[config.mk]
export PLATFORM = sky130hd
export DESIGN_NAME = mem_to_axi
export DESIGN_NICKNAME = d
export VERILOG_FILES = /design/src/rtl/mem_to_axi.sv
export SDC_FILE = /design/constraint.sdc
export NUM_CORES = 1
export LEC_CHECK = 0
export ABC_AREA = 1
export CAP_MARGIN = 15
export CORE_ASPECT_RATIO = 2
export CORE_MARGIN = 5
export CORE_UTILIZATION = 38
export CTS_CLUSTER_SIZE = 40
export DETAILED_ROUTE_END_ITERATION = 12
export PLACE_DENSITY = 0.85
export SYNTH_ARGS = -nofsm -noshare
export SYNTH_HDL_FRONTEND = slang
export SYNTH_SLANG_ARGS = --single-unit
[constraint.sdc]
create_clock -name clk_i -period 2.4 [get_ports clk_i]
set_input_delay 0.48 -clock clk_i [delete_from_list [all_inputs] [get_ports clk_i]]
set_output_delay 0.48 -clock clk_i [all_outputs]
set_load 0.01 [all_outputs]
[src/rtl/mem_to_axi.sv]
// Memory-stream slave (req/gnt/rvalid) issuing single-beat AXI4+ATOP master transactions.
// Optional macro MEM_TO_AXI_ATOP_EN forwards mem_atop_i and tracks atomics needing both R and B.

typedef struct packed {
    logic [3:0]  id;
    logic [31:0] addr;
    logic [7:0]  len;
    logic [2:0]  size;
    logic [1:0]  burst;
    logic        lock;
    logic [3:0]  cache;
    logic [2:0]  prot;
    logic [3:0]  qos;
    logic [3:0]  region;
    logic [5:0]  atop;
    logic [0:0]  user;
} mem_to_axi_aw_chan_t;

typedef struct packed {
    logic [31:0] data;
    logic [3:0]  strb;
    logic        last;
    logic [0:0]  user;
} mem_to_axi_w_chan_t;

typedef struct packed {
    logic [3:0]  id;
    logic [1:0]  resp;
    logic [0:0]  user;
} mem_to_axi_b_chan_t;

typedef struct packed {
    logic [3:0]  id;
    logic [31:0] addr;
    logic [7:0]  len;
    logic [2:0]  size;
    logic [1:0]  burst;
    logic        lock;
    logic [3:0]  cache;
    logic [2:0]  prot;
    logic [3:0]  qos;
    logic [3:0]  region;
    logic [0:0]  user;
} mem_to_axi_ar_chan_t;

typedef struct packed {
    logic [3:0]  id;
    logic [31:0] data;
    logic [1:0]  resp;
    logic        last;
    logic [0:0]  user;
} mem_to_axi_r_chan_t;

typedef struct packed {
    mem_to_axi_aw_chan_t aw;
    logic                aw_valid;
    mem_to_axi_w_chan_t  w;
    logic                w_valid;
    logic                b_ready;
    mem_to_axi_ar_chan_t ar;
    logic                ar_valid;
    logic                r_ready;
} mem_to_axi_req_t;

typedef struct packed {
    logic                aw_ready;
    logic                ar_ready;
    logic                w_ready;
    logic                b_valid;
    mem_to_axi_b_chan_t  b;
    logic                r_valid;
    mem_to_axi_r_chan_t  r;
} mem_to_axi_resp_t;

module mem_to_axi #(
    parameter type                axi_req_t  = mem_to_axi_req_t,
    parameter type                axi_resp_t = mem_to_axi_resp_t,
    parameter int unsigned        AddrWidth  = 32,
    parameter int unsigned        DataWidth  = 32,
    parameter int unsigned        IdWidth    = 4,
    parameter logic [IdWidth-1:0] AxiId      = '0,
    parameter int unsigned        MaxTrans   = 4
) (
    input  logic                   clk_i,
    input  logic                   rst_ni,
    output logic                   busy_o,
    input  logic                   mem_req_i,
    output logic                   mem_gnt_o,
    input  logic [AddrWidth-1:0]   mem_addr_i,
    input  logic [DataWidth-1:0]   mem_wdata_i,
    input  logic [DataWidth/8-1:0] mem_strb_i,
    input  logic                   mem_we_i,
    input  logic [5:0]             mem_atop_i,
    output logic                   mem_rvalid_o,
    output logic [DataWidth-1:0]   mem_rdata_o,
    output logic                   mem_err_o,
    output axi_req_t               axi_req_o,
    input  axi_resp_t              axi_resp_i
);
    localparam int unsigned StrbWidth = DataWidth / 8;
    localparam logic [2:0]  AxSize    = 3'($clog2(StrbWidth));
    localparam int unsigned PtrWidth  = (MaxTrans > 1) ? $clog2(MaxTrans) : 1;
    localparam int unsigned CntWidth  = $clog2(MaxTrans + 1);
    localparam logic [CntWidth-1:0] MaxCnt  = CntWidth'(MaxTrans);
    localparam logic [PtrWidth-1:0] LastPtr = PtrWidth'(MaxTrans - 1);

    typedef enum logic [1:0] {IDLE, WR, RD} state_e;

    typedef enum logic [1:0] {
        T_READ,
        T_WRITE
`ifdef MEM_TO_AXI_ATOP_EN
        , T_ATOMIC
`endif
    } entry_e;

    // Handshakes on both sides are strict valid/ready: a transfer happens on a
    // rising edge where valid and ready are both high; a raised valid stays up,
    // with its payload stable, until that transfer; ready may depend on valid,
    // valid never depends on ready. mem_gnt_o acts as the ready of mem_req_i.

    state_e                 state_q;
    logic [AddrWidth-1:0]   addr_q;
    logic [DataWidth-1:0]   wdata_q;
    logic [StrbWidth-1:0]   strb_q;
    logic                   aw_valid_q, w_valid_q, ar_valid_q;
    logic                   aw_done_q, w_done_q;
`ifdef MEM_TO_AXI_ATOP_EN
    logic [5:0]             atop_q;
    logic                   r_seen_q, b_seen_q;
    logic [DataWidth-1:0]   atom_data_q;
    logic                   atom_err_q;
`endif

    entry_e                 fifo_q [MaxTrans];
    logic [PtrWidth-1:0]    wr_ptr_q, rd_ptr_q;
    logic [CntWidth-1:0]    cnt_q;

    logic                   rvalid_q;
    logic [DataWidth-1:0]   rdata_q;
    logic                   err_q;

    logic                   order_full, order_empty, gnt, pop;
    entry_e                 head, push_type;
    logic                   aw_hs, w_hs, ar_hs, r_hs, b_hs;
    logic                   r_ready, b_ready;
    logic [DataWidth-1:0]   rsp_data;
    logic                   rsp_err;

    function automatic logic [PtrWidth-1:0] ptr_inc(input logic [PtrWidth-1:0] p);
        return (p == LastPtr) ? '0 : p + PtrWidth'(1);
    endfunction

    assign order_full  = (cnt_q == MaxCnt);
    assign order_empty = (cnt_q == '0);
    assign head        = fifo_q[rd_ptr_q];

    // A pop in the same cycle deliberately does not free a slot for the grant.
    assign gnt       = rst_ni & (state_q == IDLE) & mem_req_i & ~order_full;
    assign mem_gnt_o = gnt;

    assign aw_hs = aw_valid_q & axi_resp_i.aw_ready;
    assign w_hs  = w_valid_q  & axi_resp_i.w_ready;
    assign ar_hs = ar_valid_q & axi_resp_i.ar_ready;
    assign r_hs  = axi_resp_i.r_valid & r_ready;
    assign b_hs  = axi_resp_i.b_valid & b_ready;

    always_comb begin
        push_type = mem_we_i ? T_WRITE : T_READ;
`ifdef MEM_TO_AXI_ATOP_EN
        if (mem_we_i && mem_atop_i[5]) push_type = T_ATOMIC;
`endif
    end

    // Only the channel matching the oldest outstanding entry is accepted.
    always_comb begin
        r_ready  = 1'b0;
        b_ready  = 1'b0;
        pop      = 1'b0;
        rsp_data = '0;
        rsp_err  = 1'b0;
        if (!order_empty) begin
            case (head)
                T_READ: begin
                    r_ready  = 1'b1;
                    pop      = r_hs;
                    rsp_data = axi_resp_i.r.data[DataWidth-1:0];
                    rsp_err  = axi_resp_i.r.resp[1];
                end
                T_WRITE: begin
                    b_ready  = 1'b1;
                    pop      = b_hs;
                    rsp_err  = axi_resp_i.b.resp[1];
                end
`ifdef MEM_TO_AXI_ATOP_EN
                T_ATOMIC: begin
                    r_ready  = ~r_seen_q;
                    b_ready  = ~b_seen_q;
                    pop      = (r_seen_q | r_hs) & (b_seen_q | b_hs);
                    rsp_data = r_hs ? axi_resp_i.r.data[DataWidth-1:0] : atom_data_q;
                    rsp_err  = atom_err_q | (r_hs & axi_resp_i.r.resp[1])
                                          | (b_hs & axi_resp_i.b.resp[1]);
                end
`endif
                default: ;
            endcase
        end
    end

    always_comb begin
        axi_req_o = '0;
        axi_req_o.aw.id[IdWidth-1:0]     = AxiId;
        axi_req_o.aw.addr[AddrWidth-1:0] = addr_q;
        axi_req_o.aw.len   = 8'd0;
        axi_req_o.aw.size  = AxSize;
        axi_req_o.aw.burst = 2'b01;
        axi_req_o.aw.cache = 4'b0010;
`ifdef MEM_TO_AXI_ATOP_EN
        axi_req_o.aw.atop  = atop_q;
`else
        axi_req_o.aw.atop  = 6'd0;
`endif
        axi_req_o.aw_valid = aw_valid_q;
        axi_req_o.w.data[DataWidth-1:0] = wdata_q;
        axi_req_o.w.strb[StrbWidth-1:0] = strb_q;
        axi_req_o.w.last   = 1'b1;
        axi_req_o.w_valid  = w_valid_q;
        axi_req_o.b_ready  = b_ready;
        axi_req_o.ar.id[IdWidth-1:0]     = AxiId;
        axi_req_o.ar.addr[AddrWidth-1:0] = addr_q;
        axi_req_o.ar.len   = 8'd0;
        axi_req_o.ar.size  = AxSize;
        axi_req_o.ar.burst = 2'b01;
        axi_req_o.ar.cache = 4'b0010;
        axi_req_o.ar_valid = ar_valid_q;
        axi_req_o.r_ready  = r_ready;
    end

    always_ff @(posedge clk_i) begin
        if (!rst_ni) begin
            state_q    <= IDLE;
            addr_q     <= '0;
            wdata_q    <= '0;
            strb_q     <= '0;
            aw_valid_q <= 1'b0;
            w_valid_q  <= 1'b0;
            ar_valid_q <= 1'b0;
            aw_done_q  <= 1'b0;
            w_done_q   <= 1'b0;
`ifdef MEM_TO_AXI_ATOP_EN
            atop_q     <= '0;
`endif
        end else begin
            case (state_q)
                IDLE: begin
                    if (gnt) begin
                        addr_q  <= mem_addr_i;
                        wdata_q <= mem_wdata_i;
                        strb_q  <= mem_strb_i;
`ifdef MEM_TO_AXI_ATOP_EN
                        atop_q  <= mem_we_i ? mem_atop_i : 6'd0;
`endif
                        if (mem_we_i) begin
                            state_q    <= WR;
                            aw_valid_q <= 1'b1;
                            w_valid_q  <= 1'b1;
                            aw_done_q  <= 1'b0;
                            w_done_q   <= 1'b0;
                        end else begin
                            state_q    <= RD;
                            ar_valid_q <= 1'b1;
                        end
                    end
                end
                WR: begin
                    if (aw_hs) aw_valid_q <= 1'b0;
                    if (w_hs)  w_valid_q  <= 1'b0;
                    aw_done_q <= aw_done_q | aw_hs;
                    w_done_q  <= w_done_q | w_hs;
                    if ((aw_done_q | aw_hs) && (w_done_q | w_hs)) begin
                        state_q   <= IDLE;
                        aw_done_q <= 1'b0;
                        w_done_q  <= 1'b0;
                    end
                end
                RD: begin
                    if (ar_hs) begin
                        ar_valid_q <= 1'b0;
                        state_q    <= IDLE;
                    end
                end
                default: state_q <= IDLE;
            endcase
        end
    end

    always_ff @(posedge clk_i) begin
        if (gnt) fifo_q[wr_ptr_q] <= push_type;
    end

    always_ff @(posedge clk_i) begin
        if (!rst_ni) begin
            wr_ptr_q <= '0;
            rd_ptr_q <= '0;
            cnt_q    <= '0;
        end else begin
            if (gnt) wr_ptr_q <= ptr_inc(wr_ptr_q);
            if (pop) rd_ptr_q <= ptr_inc(rd_ptr_q);
            cnt_q <= cnt_q + CntWidth'(gnt) - CntWidth'(pop);
        end
    end

`ifdef MEM_TO_AXI_ATOP_EN
    // Partial results of the head atomic until its second response arrives.
    always_ff @(posedge clk_i) begin
        if (!rst_ni || pop) begin
            r_seen_q    <= 1'b0;
            b_seen_q    <= 1'b0;
            atom_data_q <= '0;
            atom_err_q  <= 1'b0;
        end else if (!order_empty && head == T_ATOMIC) begin
            if (r_hs) begin
                r_seen_q    <= 1'b1;
                atom_data_q <= axi_resp_i.r.data[DataWidth-1:0];
            end
            if (b_hs) b_seen_q <= 1'b1;
            atom_err_q <= atom_err_q | (r_hs & axi_resp_i.r.resp[1])
                                     | (b_hs & axi_resp_i.b.resp[1]);
        end
    end
`endif

    always_ff @(posedge clk_i) begin
        if (!rst_ni) begin
            rvalid_q <= 1'b0;
            rdata_q  <= '0;
            err_q    <= 1'b0;
        end else begin
            rvalid_q <= pop;
            if (pop) begin
                rdata_q <= rsp_data;
                err_q   <= rsp_err;
            end
        end
    end

    assign mem_rvalid_o = rvalid_q;
    assign mem_rdata_o  = rdata_q;
    assign mem_err_o    = err_q;
    assign busy_o       = (state_q != IDLE) | ~order_empty;

    logic unused_ok;
    assign unused_ok = ^{axi_resp_i.b.id, axi_resp_i.b.user, axi_resp_i.b.resp[0],
                         axi_resp_i.r.id, axi_resp_i.r.user, axi_resp_i.r.resp[0],
                         axi_resp_i.r.last
`ifndef MEM_TO_AXI_ATOP_EN
                         , mem_atop_i
`endif
                        };

endmodule

### Word level (Yosys, flattened, before mapping)

Memory sizes are Yosys's and may differ from the RTL's. A register that Yosys moved wholly into a read port is not among the register bits.
Cells that the tools add are included.

| storage, ports and cells | value |
|---|---|
| word-level logic and storage cells | 97 |
| bits in registers | 116 |
| memories kept | 1 |
| RAM bits | 4 |

| cells by class | value |
|---|---|
| eq/ne operators | 13 |
| bitwise gates (word level) | 13 |
| $add $sub $neg | 4 |
| reductions and logical operators | 13 |
| mux-type cells | 38 |

Memory list:

| memory | depth | width | read ports | clocked after memory_dff | wr ports | line | text |
|---|---|---|---|---|---|---|---|
| fifo_q | 4 | 1 | 1 | 1 | 1 | 135 | `entry_e fifo_q [MaxTrans];` |

Operators with widths:

| kind | count |
|---|---|
| 32-bit 2-to-1 mux | 2 |
| 1-bit 2-to-1 mux | 20 |
| 2-bit 2-to-1 mux | 8 |
| 2-bit inequality test, second input constant | 7 |
| 1-bit case mux with 2 select lines | 7 |
| 4-bit AND reduction | 3 |
| 1-bit bitwise AND | 8 |
| 2-bit equality test, second input constant | 3 |
| 2-bit case mux with 3 select lines | 1 |
| 3-bit AND reduction | 2 |
| 2-bit nonzero test | 3 |
| 2-bit by 1-bit adder with 2-bit output, second input constant | 2 |
| 2-bit by 1-bit equality test with 1-bit output, second input constant | 2 |
| 2-bit logical NOT | 2 |
| 3-bit by 1-bit adder with 3-bit output | 1 |
| 3-bit equality test, second input constant | 1 |
| 3-bit logical NOT | 1 |
| 1-bit bitwise OR | 3 |
| 3-bit by 1-bit subtractor with 3-bit output | 1 |
| 1-bit NOT | 2 |
| 2-bit AND reduction | 1 |
| 1-bit logical AND | 1 |

### Longest topological paths before layout

| depth | value |
|---|---|
| depth after elaboration | 8 |
| mapped depth | 16 |
| mapped depth without buffers | 15 |

### Worst setup path after synthesis

No wires, ideal clock.

| timing | value |
|---|---|
| kind | register to register |
| start | register (tool-made name) |
| end | register cnt_q[2] |
| cell stages (with the launch flop) | 16 |
| slack | 277 ps |
| buffers on the path | 1 |
| arrival | 2,054 ps |
| period minus slack after synthesis | 2,123 ps |
| required time | 2,330 ps |
| setup time | 70 ps |
| cells stage by stage | dfxtp_1 inv_2 nand2_2 nand3_2 nand2_4 nand3_4 nand2_4 buf_12 ha_1 inv_1 ha_1 inv_1 fa_1 inv_1 o21ai_0 a21oi_1 |

RTL lines:

| element | line | text |
|---|---|---|
| end signal, assigned | 309 | `cnt_q <= cnt_q + CntWidth'(gnt) - CntWidth'(pop);` |
| end, declared | 137 | `logic [CntWidth-1:0] cnt_q;` |

==> results list <==
* Outcome: finished, final reports clean
- Summed over all cells, the static leakage comes to 3.54 nW.
- Global-route wire length before repair: 25.2 mm
- Die area: 18200 µm²
- Initial Utilization: 0.385
* Filler cell count in the final layout: ~1400
- In the final routing, the length of wire on met1 measures 5.71 mm.
- The hold violation total from the final report was 0.
- Gate count of the mapped netlist: 775
* Multi-input gate area: 2470 µm²
- Number of inserted diodes: 0
* Drt total wl: 16.7 mm
* Core Footprint: roughly 15000 µm²
- Boundary pin count: approximately 350
* Post-detailed-route wirelength per cell: 14.0 µm
* Maximum number of pins on one net before global-route repair: around 110
* Maximum fanout along the worst path: 4
- Async set-or-reset flop fraction in the synthesized netlist: 0
- TritonCTS clock tree: yes
- Initial antenna violation count: 0
* Number of buffers on the longest clock path: 2
* Storage element area: roughly 2500 µm²
- In the routed design, unresolved DRC markers number 0.
- Horizontal die dimension: 98.0 µm
- The routed layout has 5412 vias.
- Number of DRC markers in iteration 0: 166
- Final core utilization: 0.562
- The clock reaches the later pin of the worst-skew pair after 0.41 ns.
- In the global route stage, overall resource usage came out at 0.174.
* Max-slew violation total from the final report: 0
- Max H-tree Level: 4
- The first detailed-routing pass took 6 iterations.
- Clock tree synthesis selected as its root buffer the cell clkbuf_16.
- Antenna-violating nets left: 0
- Most common flop cell mapped by yosys: dfxtp_1
- Capturing element type of the critical path: primary output
- Mean instance size in the synthesized netlist: 7.59 µm²
* Final period util: 0.954
* Crit Path Category: reg2out
- The wire-length estimate of the detail-placed layout is between 10 and 15 mm.
- STA classifies the critical path startpoint as a flop.
* Via density per instance: approximately 4.5
* Cell area after technology mapping: about 6000 µm²
* Number of setup violations in the final report: 0
- The count of buffers added on input and output ports is between 200 and 300.
- Worst setup slack before clock tree synthesis: -0.0389 ns
- CTS saw roughly 120 sinks.
- Detailed routing placed a total of 1.26 mm of wire on met3.
- Area growth syn-to-layout: 46.0%
* Top achievable clock speed: around 440 MHz
- The finished layout holds approximately 1200 standard cells, fillers aside.
* Count of flip-flops with a built-in enable after synthesis: 4
- Max IR drop VDD: 0.000713 V
* Clock transition time at the flip-flop clock pins of the worst setup and hold paths: 0.06 ns
- Height of the die: between 150 and 200 µm
- STA puts the critical path data arrival time at around 1.8 ns.
* Number of instances in the placed design: between 1000 and 1500
* Number of rows created at floorplan: 64
- Top layer used by detailed routing: met4
* Number of buffers inserted by hold repair at cts: 0
* Global route overflow: 0
* Total of max-cap violations: 0
* Last weighted congestion value of the routability-driven placer: around 0.80
- Clock period minus final worst setup slack: 2.29 ns
* Fraction of final layout cells with drive strength greater than 1: 0.0865
* Measured slew at the worst slew-check pin: approximately 0.73 ns
* Clock buffer count from CTS: 17
- Setup repair after global routing left no endpoint under its margin.
- Sequential area share after synthesis: 0.422
* FF+latch count, synth: between 100 and 150
* Cell variety after synth: 32
- Worst-case headroom to the max-slew limit: 0.513
- Summed over all nets, wire length on met2 after detailed routing comes to 9.08 mm.
* Number of global-route vias before repair: around 5000
* Hold Path Class: reg2reg
* Data required time at the worst endpoint: between 1.5 and 2 ns
- Power density of the placed cells: between 1000 and 1500 nW/µm²
* Post-Route Skew: between 0.007 and 0.008 ns
* R2R setup slack: about 0.21 ns
* Layout net count: between 1000 and 1500
- The Yosys step of the flow raised 0 warnings.
- In the post-route analysis, the smallest setup slack over all paths is roughly 0.11 ns.
## logic make-up after synthesis
kind of cell             synth area share
adder cells (fa/ha/maj)            0.0183
other                             0.00128
XOR/XNOR                          0.00149
flip-flops                          0.422
buffers and inverters               0.207
AO/OA/AOI/OAI                      0.0804
AND/OR/NAND/NOR                     0.270
## state kept, by name, summed over array words and instances (netlist names), 2 cells and up, named ones only
name         flops
wr_ptr_q         2
cnt_q            3
state_q          2
strb_q           4
fifo_q           4
mem_rdata_o     32
rd_ptr_q         2
addr_q          32
wdata_q         32
## cell type report
type,count,share of cell area
Multi-Input combinational cell,541,0.288
Inverter,32,0.0143
Timing Repair Buffer,267,0.308
Clock inverter,12,0.0191
Tap cell,198,0.0288
Sequential cell,122,0.289
Clock buffer,20,0.0532
## power by group
group | switching [mW] | leakage [nW] | internal [mW]
Sequential | 0.306 | 1.00 | 2.55
Combinational | 2.36 | 2.23 | 1.99
Clock | 0.952 | 0.301 | 1.70
## repair_timing
action                     4_1_cts  5_1_grt
gates resized for setup          1        2
pin swaps                        1        0
cloned                           1        0
setup buffers                    1        0
setup endpoints to repair        3        2
## per-layer routing
metal,vias up,GRT usage
li1,2679,-
met1,2462,0.166
met2,233,0.330
met3,38,0.0495
met4,0,0.0943
met5,-,0
## worst max-delay path, cell delays in order, from the launching register on
cell             delay [ns]
dfxtp_1                0.38
inv_2                  0.06
nand2_2                0.07
nand2_1                0.06
nand2_1                0.07
nand2_2                0.09
nor2_1                 0.10
clkdlybuf4s50_1        0.57
## cells in the mapped netlist (2+ instances only)
master    number  area (µm²)
nand2_2        3        18.8
buf_8          2        30.0
o21ai_0       66         330
dfxtp_1      118        2360
nand4_1        2        12.5
nor2_1       202         758
buf_1          4        15.0
nand3_2        3        30.0
o21ai_1        4        20.0
nor2_2        19         119
clkbuf_1      12        45.0
buf_2         16        80.1
conb_1         2        7.51
inv_1         27         101
buf_4        119         893
a21oi_1       14        70.1
nand2_4        3        33.8
nand2_1       60         225
nand3_1       74         370
o21ai_4        2        32.5
edfxtp_1       4         120
inv_2          3        11.3
ha_1           7        87.6
## placed cells by master (no fill, tap or decap), drive strengths merged, types with 14 or more instances in the layout
| cell | n |
|---|---|
| a21oi | 14 |
| buf | 17 |
| clkbuf | 20 |
| clkdlybuf4s50 | 249 |
| conb | 76 |
| dfxtp | 118 |
| inv | 33 |
| nand2 | 67 |
| nand3 | 78 |
| nor2 | 221 |
| o21ai | 72 |
## per-stage QoR
| step | area [µm²] | TNS [ns] | hold slack [ns] | total power [mW] |
|---|---|---|---|---|
| global placement | 7950 | 0 | 0.450 | 7.15 |
| finish | 8590 | 0 | 0.475 | 9.86 |
| floorplan | 6160 | 0 | 0.440 | 5.71 |
| CTS | 8580 | 0 | 0.477 | 9.98 |
| detailed placement | 7950 | -0.120 | 0.468 | 7.25 |
| global route | 8590 | 0 | 0.498 | 10.5 |
## final timing paths
kind / end / cells past startpoint / from
worst max register to register: cnt_q[2] / 13 / cnt_q[1]
worst min register to register: w_done_q / 2 / w_done_q
worst min-delay path: w_done_q / 2 / w_done_q
worst max-delay path: axi_req_o[0] / 7 / flop
(Power assumes the default switching activity.)
